**src/rtl/dmem_arb_pkg.sv**
```systemverilog
// Shared types and constants for the two-requester data-memory arbiter.
// Holds the FSM state encoding, load/store width codes and the request error rule.
package dmem_arb_pkg;

  typedef enum logic [1:0] {
    IDLE,
    ISSUE,
    RESP
  } state_t;

  // Load widths; stores reuse the same encodings.
  localparam logic [2:0] LB  = 3'b000;
  localparam logic [2:0] LH  = 3'b001;
  localparam logic [2:0] LW  = 3'b010;
  localparam logic [2:0] LBU = 3'b100;
  localparam logic [2:0] LHU = 3'b101;
  localparam logic [2:0] SB  = LB;
  localparam logic [2:0] SH  = LH;
  localparam logic [2:0] SW  = LW;

  typedef logic req_idx_t;
  localparam req_idx_t REQ_CORE = 1'b0;
  localparam req_idx_t REQ_DBG  = 1'b1;

  // Width/alignment part of the error rule; the range check needs LEN and lives in the top.
  function automatic logic f3_error(input logic [2:0] funct3, input logic [1:0] addr_lo);
    logic err;
    unique case (funct3)
      LB, LBU: err = 1'b0;
      LH, LHU: err = addr_lo[0];
      LW:      err = (addr_lo != 2'b00);
      default: err = 1'b1;
    endcase
    return err;
  endfunction

endpackage

```
**src/rtl/rr_arb2.sv**
```systemverilog
// Two-way round-robin grant: a lone requester always wins, under contention the
// requester that did not win last time wins. History only moves on acceptance.
module rr_arb2
  import dmem_arb_pkg::*;
(
  input  logic clk,
  input  logic reset,
  input  logic valid0,
  input  logic valid1,
  input  logic accept,
  output logic grant
);

  req_idx_t last_grant;

  always_comb begin
    // NOTE: assign a default before any branch so no path leaves grant unassigned (no latch).
    grant = REQ_CORE;
    if (valid0 && valid1) begin
      grant = (last_grant == REQ_CORE) ? REQ_DBG : REQ_CORE;
    end else if (valid1) begin
      grant = REQ_DBG;
    end
  end

  // NOTE: clocked state uses <= so every flop samples values from before the edge.
  always_ff @(posedge clk) begin
    if (reset) begin
      last_grant <= REQ_DBG;  // core wins the first contention after reset
    end else if (accept) begin
      last_grant <= grant;
    end
  end

endmodule

```
**src/rtl/dmem_arbiter.sv**
```systemverilog
// Arbitrates the core load/store port and the debug/loader port onto one DMem.
// Every accepted request takes ISSUE then RESP, giving a fixed 2-cycle latency.
module dmem_arbiter
  import dmem_arb_pkg::*;
#(
  parameter int W   = 32,
  parameter int LEN = 100
) (
  input  logic         clk,
  input  logic         reset,

  input  logic         req0_valid,
  input  logic         req0_write,
  input  logic [2:0]   req0_funct3,
  input  logic [W-1:0] req0_addr,
  input  logic [W-1:0] req0_wdata,
  output logic         req0_ready,

  input  logic         req1_valid,
  input  logic         req1_write,
  input  logic [2:0]   req1_funct3,
  input  logic [W-1:0] req1_addr,
  input  logic [W-1:0] req1_wdata,
  output logic         req1_ready,

  output logic         resp0_valid,
  output logic         resp0_err,
  output logic [W-1:0] resp0_rdata,
  output logic         resp1_valid,
  output logic         resp1_err,
  output logic [W-1:0] resp1_rdata,

  output logic [W-1:0] mem_addr,
  output logic [2:0]   mem_funct3,
  output logic [W-1:0] mem_wdata,
  output logic         mem_MemRead,
  output logic         mem_MemWrite,
  input  logic [W-1:0] mem_rdata,

  output logic         core_stall
);

  localparam logic [W-1:0] ADDR_LIMIT = W'(4 * LEN);

  state_t   state;
  req_idx_t r_idx;
  logic     r_write;
  logic     r_err;

  logic     grant;
  logic     can_accept;
  logic     accept;

  logic         sel_write;
  logic [2:0]   sel_funct3;
  logic [W-1:0] sel_addr;
  logic [W-1:0] sel_wdata;
  logic         sel_err;
  logic [W-1:0] resp_data;

  rr_arb2 u_rr_arb2 (
    .clk    (clk),
    .reset  (reset),
    .valid0 (req0_valid),
    .valid1 (req1_valid),
    .accept (accept),
    .grant  (grant)
  );

  // Ready is combinational on valid so a request can be taken in the cycle it appears.
  assign can_accept = !reset && (state == IDLE || state == RESP);
  assign accept     = can_accept && (req0_valid || req1_valid);
  assign req0_ready = accept && (grant == REQ_CORE);
  assign req1_ready = accept && (grant == REQ_DBG);
  assign core_stall = req0_valid && !req0_ready;

  assign sel_write  = (grant == REQ_DBG) ? req1_write  : req0_write;
  assign sel_funct3 = (grant == REQ_DBG) ? req1_funct3 : req0_funct3;
  assign sel_addr   = (grant == REQ_DBG) ? req1_addr   : req0_addr;
  assign sel_wdata  = (grant == REQ_DBG) ? req1_wdata  : req0_wdata;
  assign sel_err    = f3_error(sel_funct3, sel_addr[1:0]) || (sel_addr >= ADDR_LIMIT);

  // Writes and rejected requests return zero data.
  assign resp_data  = (r_err || r_write) ? '0 : mem_rdata;

  always_ff @(posedge clk) begin
    if (reset) begin
      state        <= IDLE;
      r_idx        <= REQ_CORE;
      r_write      <= 1'b0;
      r_err        <= 1'b0;
      mem_addr     <= '0;
      mem_funct3   <= '0;
      mem_wdata    <= '0;
      mem_MemRead  <= 1'b0;
      mem_MemWrite <= 1'b0;
      resp0_valid  <= 1'b0;
      resp0_err    <= 1'b0;
      resp0_rdata  <= '0;
      resp1_valid  <= 1'b0;
      resp1_err    <= 1'b0;
      resp1_rdata  <= '0;
    end else begin
      // Memory command and response are one-cycle pulses; idle value is all zeros.
      mem_addr     <= '0;
      mem_funct3   <= '0;
      mem_wdata    <= '0;
      mem_MemRead  <= 1'b0;
      mem_MemWrite <= 1'b0;
      resp0_valid  <= 1'b0;
      resp0_err    <= 1'b0;
      resp0_rdata  <= '0;
      resp1_valid  <= 1'b0;
      resp1_err    <= 1'b0;
      resp1_rdata  <= '0;

      unique case (state)
        IDLE, RESP: begin
          if (accept) begin
            state        <= ISSUE;
            r_idx        <= grant;
            r_write      <= sel_write;
            r_err        <= sel_err;
            mem_addr     <= sel_addr;
            mem_funct3   <= sel_funct3;
            mem_wdata    <= sel_wdata;
            mem_MemRead  <= !sel_write && !sel_err;
            mem_MemWrite <= sel_write && !sel_err;
          end else begin
            state <= IDLE;
          end
        end
        ISSUE: begin
          state <= RESP;
          if (r_idx == REQ_CORE) begin
            resp0_valid <= 1'b1;
            resp0_err   <= r_err;
            resp0_rdata <= resp_data;
          end else begin
            resp1_valid <= 1'b1;
            resp1_err   <= r_err;
            resp1_rdata <= resp_data;
          end
        end
        default: state <= IDLE;
      endcase
    end
  end

endmodule
```
**config.mk**
```make
export PLATFORM = sky130hd
export DESIGN_NAME = dmem_arbiter
export DESIGN_NICKNAME = d
export VERILOG_FILES = /design/src/rtl/dmem_arb_pkg.sv /design/src/rtl/rr_arb2.sv /design/src/rtl/dmem_arbiter.sv
export SDC_FILE = /design/constraint.sdc
export NUM_CORES = 1
export LEC_CHECK = 0
export ABC_AREA = 1
export BUFFER_PORTS_ARGS = -buffer_cell sky130_fd_sc_hd__buf_2
export CORE_ASPECT_RATIO = 0.6
export CORE_MARGIN = 1
export CORE_UTILIZATION = 30
export CTS_BUF_LIST = sky130_fd_sc_hd__clkbuf_8
export CTS_CLUSTER_SIZE = 16
export DETAILED_ROUTE_END_ITERATION = 6
export SLEW_MARGIN = 10
export SYNTH_ARGS = -nofsm -noshare
export SYNTH_HDL_FRONTEND = slang
export SYNTH_SLANG_ARGS = --single-unit
```
**constraint.sdc**
```tcl
create_clock -name clk -period 2.4 [get_ports clk]
set_input_delay 0.12 -clock clk [delete_from_list [all_inputs] [get_ports clk]]
set_output_delay 0.12 -clock clk [all_outputs]
set_load 0.05 [all_outputs]
```
==> qor.yml <==
placement:
  portBuffers: 311
  routabilityCongestion: 0.854
  placed_area_um2: 6480
  dp_hpwl_mm: 10.9
  dp_slack_ps: 635
power:
  finalPower_mw: 5.79
  comb_power_share_pct: 20.0
  p_switching_mw: 1.73
  ir_worst_vdd_mv: 0.412
  internal-power_mw: 4.06
  swShare_pct: 29.9
  powerDensity_nw_per_um2: 704
  pwr-share-clk_pct: 36.8
  power_frac_seq_pct: 43.2
  p_leak_nw: 4.47
logic_synthesis:
  synth_top_area_share_pct: 60.0
  synth_mux_area_share_pct: 0
  synth_top_family_by_area: "simple AND/OR/NAND/NOR gates"
  ys_ff_latch: 143
  syn-cell-area_um2: 4770
  ys_types: 20
  synthSimpleGateAreaFrac_pct: 22.6
  synth-compound-area-share_pct: 7.66
  synth_cells: 532
  synth_top_area_cell: "dfxtp_1"
  avgSynthCellArea_um2: 8.97
  seq_area_frac_synth_pct: 60.0
  synth_nets: 704
  synth_xor_area_share_pct: 0
  yosys-top-cells-area: "dfxtp_1, nor3_1, nand2_1"
  synthAdderAreaFrac_pct: 0
  synth_warnings: 0
floorplanning:
  start_util_pct: 30.9
  die_area_um2: 16400
  core_area_um2: 15500
  rows: 35
  ioPinCount: 312
  die_width_um: 165
  die_y_um: 99.7
routing:
  wl_met2_mm: 7.25
  drtIter0Drc: 216
  firstDrtPassIters: 4
  drc: 0
  wl_per_cell_um: 13.6
  vias_per_cell: 4.25
  vias: 5031
  wl_met1_mm: 7.40
  routed_wl_mm: 16.1
  ant_nets: 0
  wl_met3_mm: 1.15
  highest_layer: "met4"
sta:
  fin_worst_skew_ps: 16.7
  fmax_ghz: 0.448
  drv_slew: 0
  fin_hold_ws_ps: 35.4
  hold_violations: 0
  fin_crit_sh_pct: 93.0
  finalCriticalPeriod_ps: 2230
  tightest_slew_ps: 588
  tns_ps: 0
  relSlewSlack_pct: 60.8
  timing.final.ws_setup_ps: 169
  rsz0062_at_grt: "false"
  setup_viol: 0
grt:
  grt_max_degree: 59
  antenna_found_initial: 0
  first_global_vias: 4932
  grt_pass1_wl_mm: 24.8
  overflow: 0
  grt_usage_pct: 19.5
worst_hold_path:
  min-delay-path-class: "in2reg"
cts:
  cts_buffers: 17
  clkSlewWorstSetupHoldPaths_ps: 90
  post_cts_buffers: 0
  clock_sinks: 143
  cts_max_level: 4
  clock_latency_ps: 420
  cts_tree: "done"
  root_buffer: "clkbuf_8"
  clockBufferDepth: 2
final_layout:
  mostFrequentLayoutCells: "buf_2, dfxtp_1, dlygate4sd3_1"
  final_common_cell: "buf_2"
  drive_gt1_share_pct: 36.4
  final_area_um2: 8220
  num_antenna_cells: 0
  syn2layout_area_growth_pct: 72.4
  nets: 1141
flow_run:
  timing.max_cap.violations: 0
worst_setup_path:
  cp-end-kind: "register"
  crit_type: "in2reg"
  worstPathRequired_ps: 2760
  critPathArrivalTime_ps: 2590
  cp_max_fo: 19
  worstSetupStartpointType: "primary input"
outcome:
  outcome: "completed"
-- power by group through the flow --
stage	logic (mW)	registers [mW]	clock network (mW)
after global routing	1.24	2.51	2.31
after CTS	1.15	2.50	2.19
after global placement	0.967	2.55	0
final	1.16	2.50	2.13
after floorplan	0.313	2.90	0
after detailed placement	0.968	2.55	0
-- cells by family (layout without fill, tap and decap cells) --
logic type	after synthesis	after routing
simple gates	232	232
buf+inv	110	560
flops	143	143
compound gates	47	47
-- cell usage after synthesis --
| cell | n |
|---|---|
| buf_2 | 10 |
| o21ai_0 | 7 |
| nand2_1 | 84 |
| nand2_4 | 1 |
| dfxtp_1 | 143 |
| o21ai_1 | 2 |
| nor2_1 | 48 |
| nand2_2 | 1 |
| inv_2 | 2 |
| a21oi_1 | 2 |
| inv_1 | 78 |
| nand3b_1 | 25 |
| nand3_1 | 6 |
| o22ai_1 | 2 |
| buf_6 | 2 |
| nor2_4 | 2 |
| buf_4 | 6 |
| nor3_1 | 65 |
| clkbuf_1 | 12 |
| a22o_1 | 34 |
-- repair_timing --
action,4_1_cts,5_1_grt
setup endpoints to repair,0,18
gates resized for setup,0,1
hold endpoints to repair,122,0
hold buffers,129,0
-- worst max-delay path: stages --
cell and delay [ps]:
dlygate4sd3_1 550, buf_2 160, inv_1 70, nand2_1 90, nor2_4 150, nand2_1 100, inv_2 280, buf_4 310
a22o_1 180, dlygate4sd3_1 570
-- flip-flops by register name, summed over array words and instances, names as in the netlist --
name and flops:
u_rr_arb2.last_grant 1, resp0_valid 1, mem_funct3 3, resp1_rdata 32, resp0_rdata 32, mem_wdata 32, mem_MemRead 1, mem_MemWrite 1
r_err 1, resp0_err 1, resp1_valid 1, resp1_err 1, r_write 1, r_idx 1, mem_addr 32, state 2
-- worst paths after layout --
kind                                           from                        to  slack (ps)  depth (start not counted)
setup / recovery                              reset  mem_wdata[16]$_SDFF_PP0_         170                         10
hold / removal                        req0_addr[27]   mem_addr[27]$_SDFF_PP0_          40                          5
setup reg to reg  u_rr_arb2.last_grant$_SDFFE_PP1P_  mem_wdata[16]$_SDFF_PP0_         180                          7
hold reg to reg                 state[1]$_SDFF_PP0_       state[1]$_SDFF_PP0_         420                          1
-- layout make-up --
cell class	instances	area, um2
well taps	203	254
clock inverters	15	209
fillers	1447	7240
flip-flops and latches	143	2860
inverters	80	300
repair buffers	448	2910
multi-input cells	279	1460
clock buffers	17	234
-- per-stage QoR --
stage,std cells,util (%)
floorplan,532,-
CTS,1185,53.1
detailed placement,1024,41.9
global route,1185,53.2
global placement,1024,41.9
finish,1185,53.2
-- per-layer routing --
| layer | global-route usage (%) | vias up |
|---|---|---|
| li1 | - | 2563 |
| met1 | 25.3 | 2271 |
| met2 | 30.8 | 173 |
| met3 | 6.26 | 24 |
| met4 | 6.21 | 0 |
| met5 | 0 | - |
Note: power is estimated with default switching activity, not from simulation.
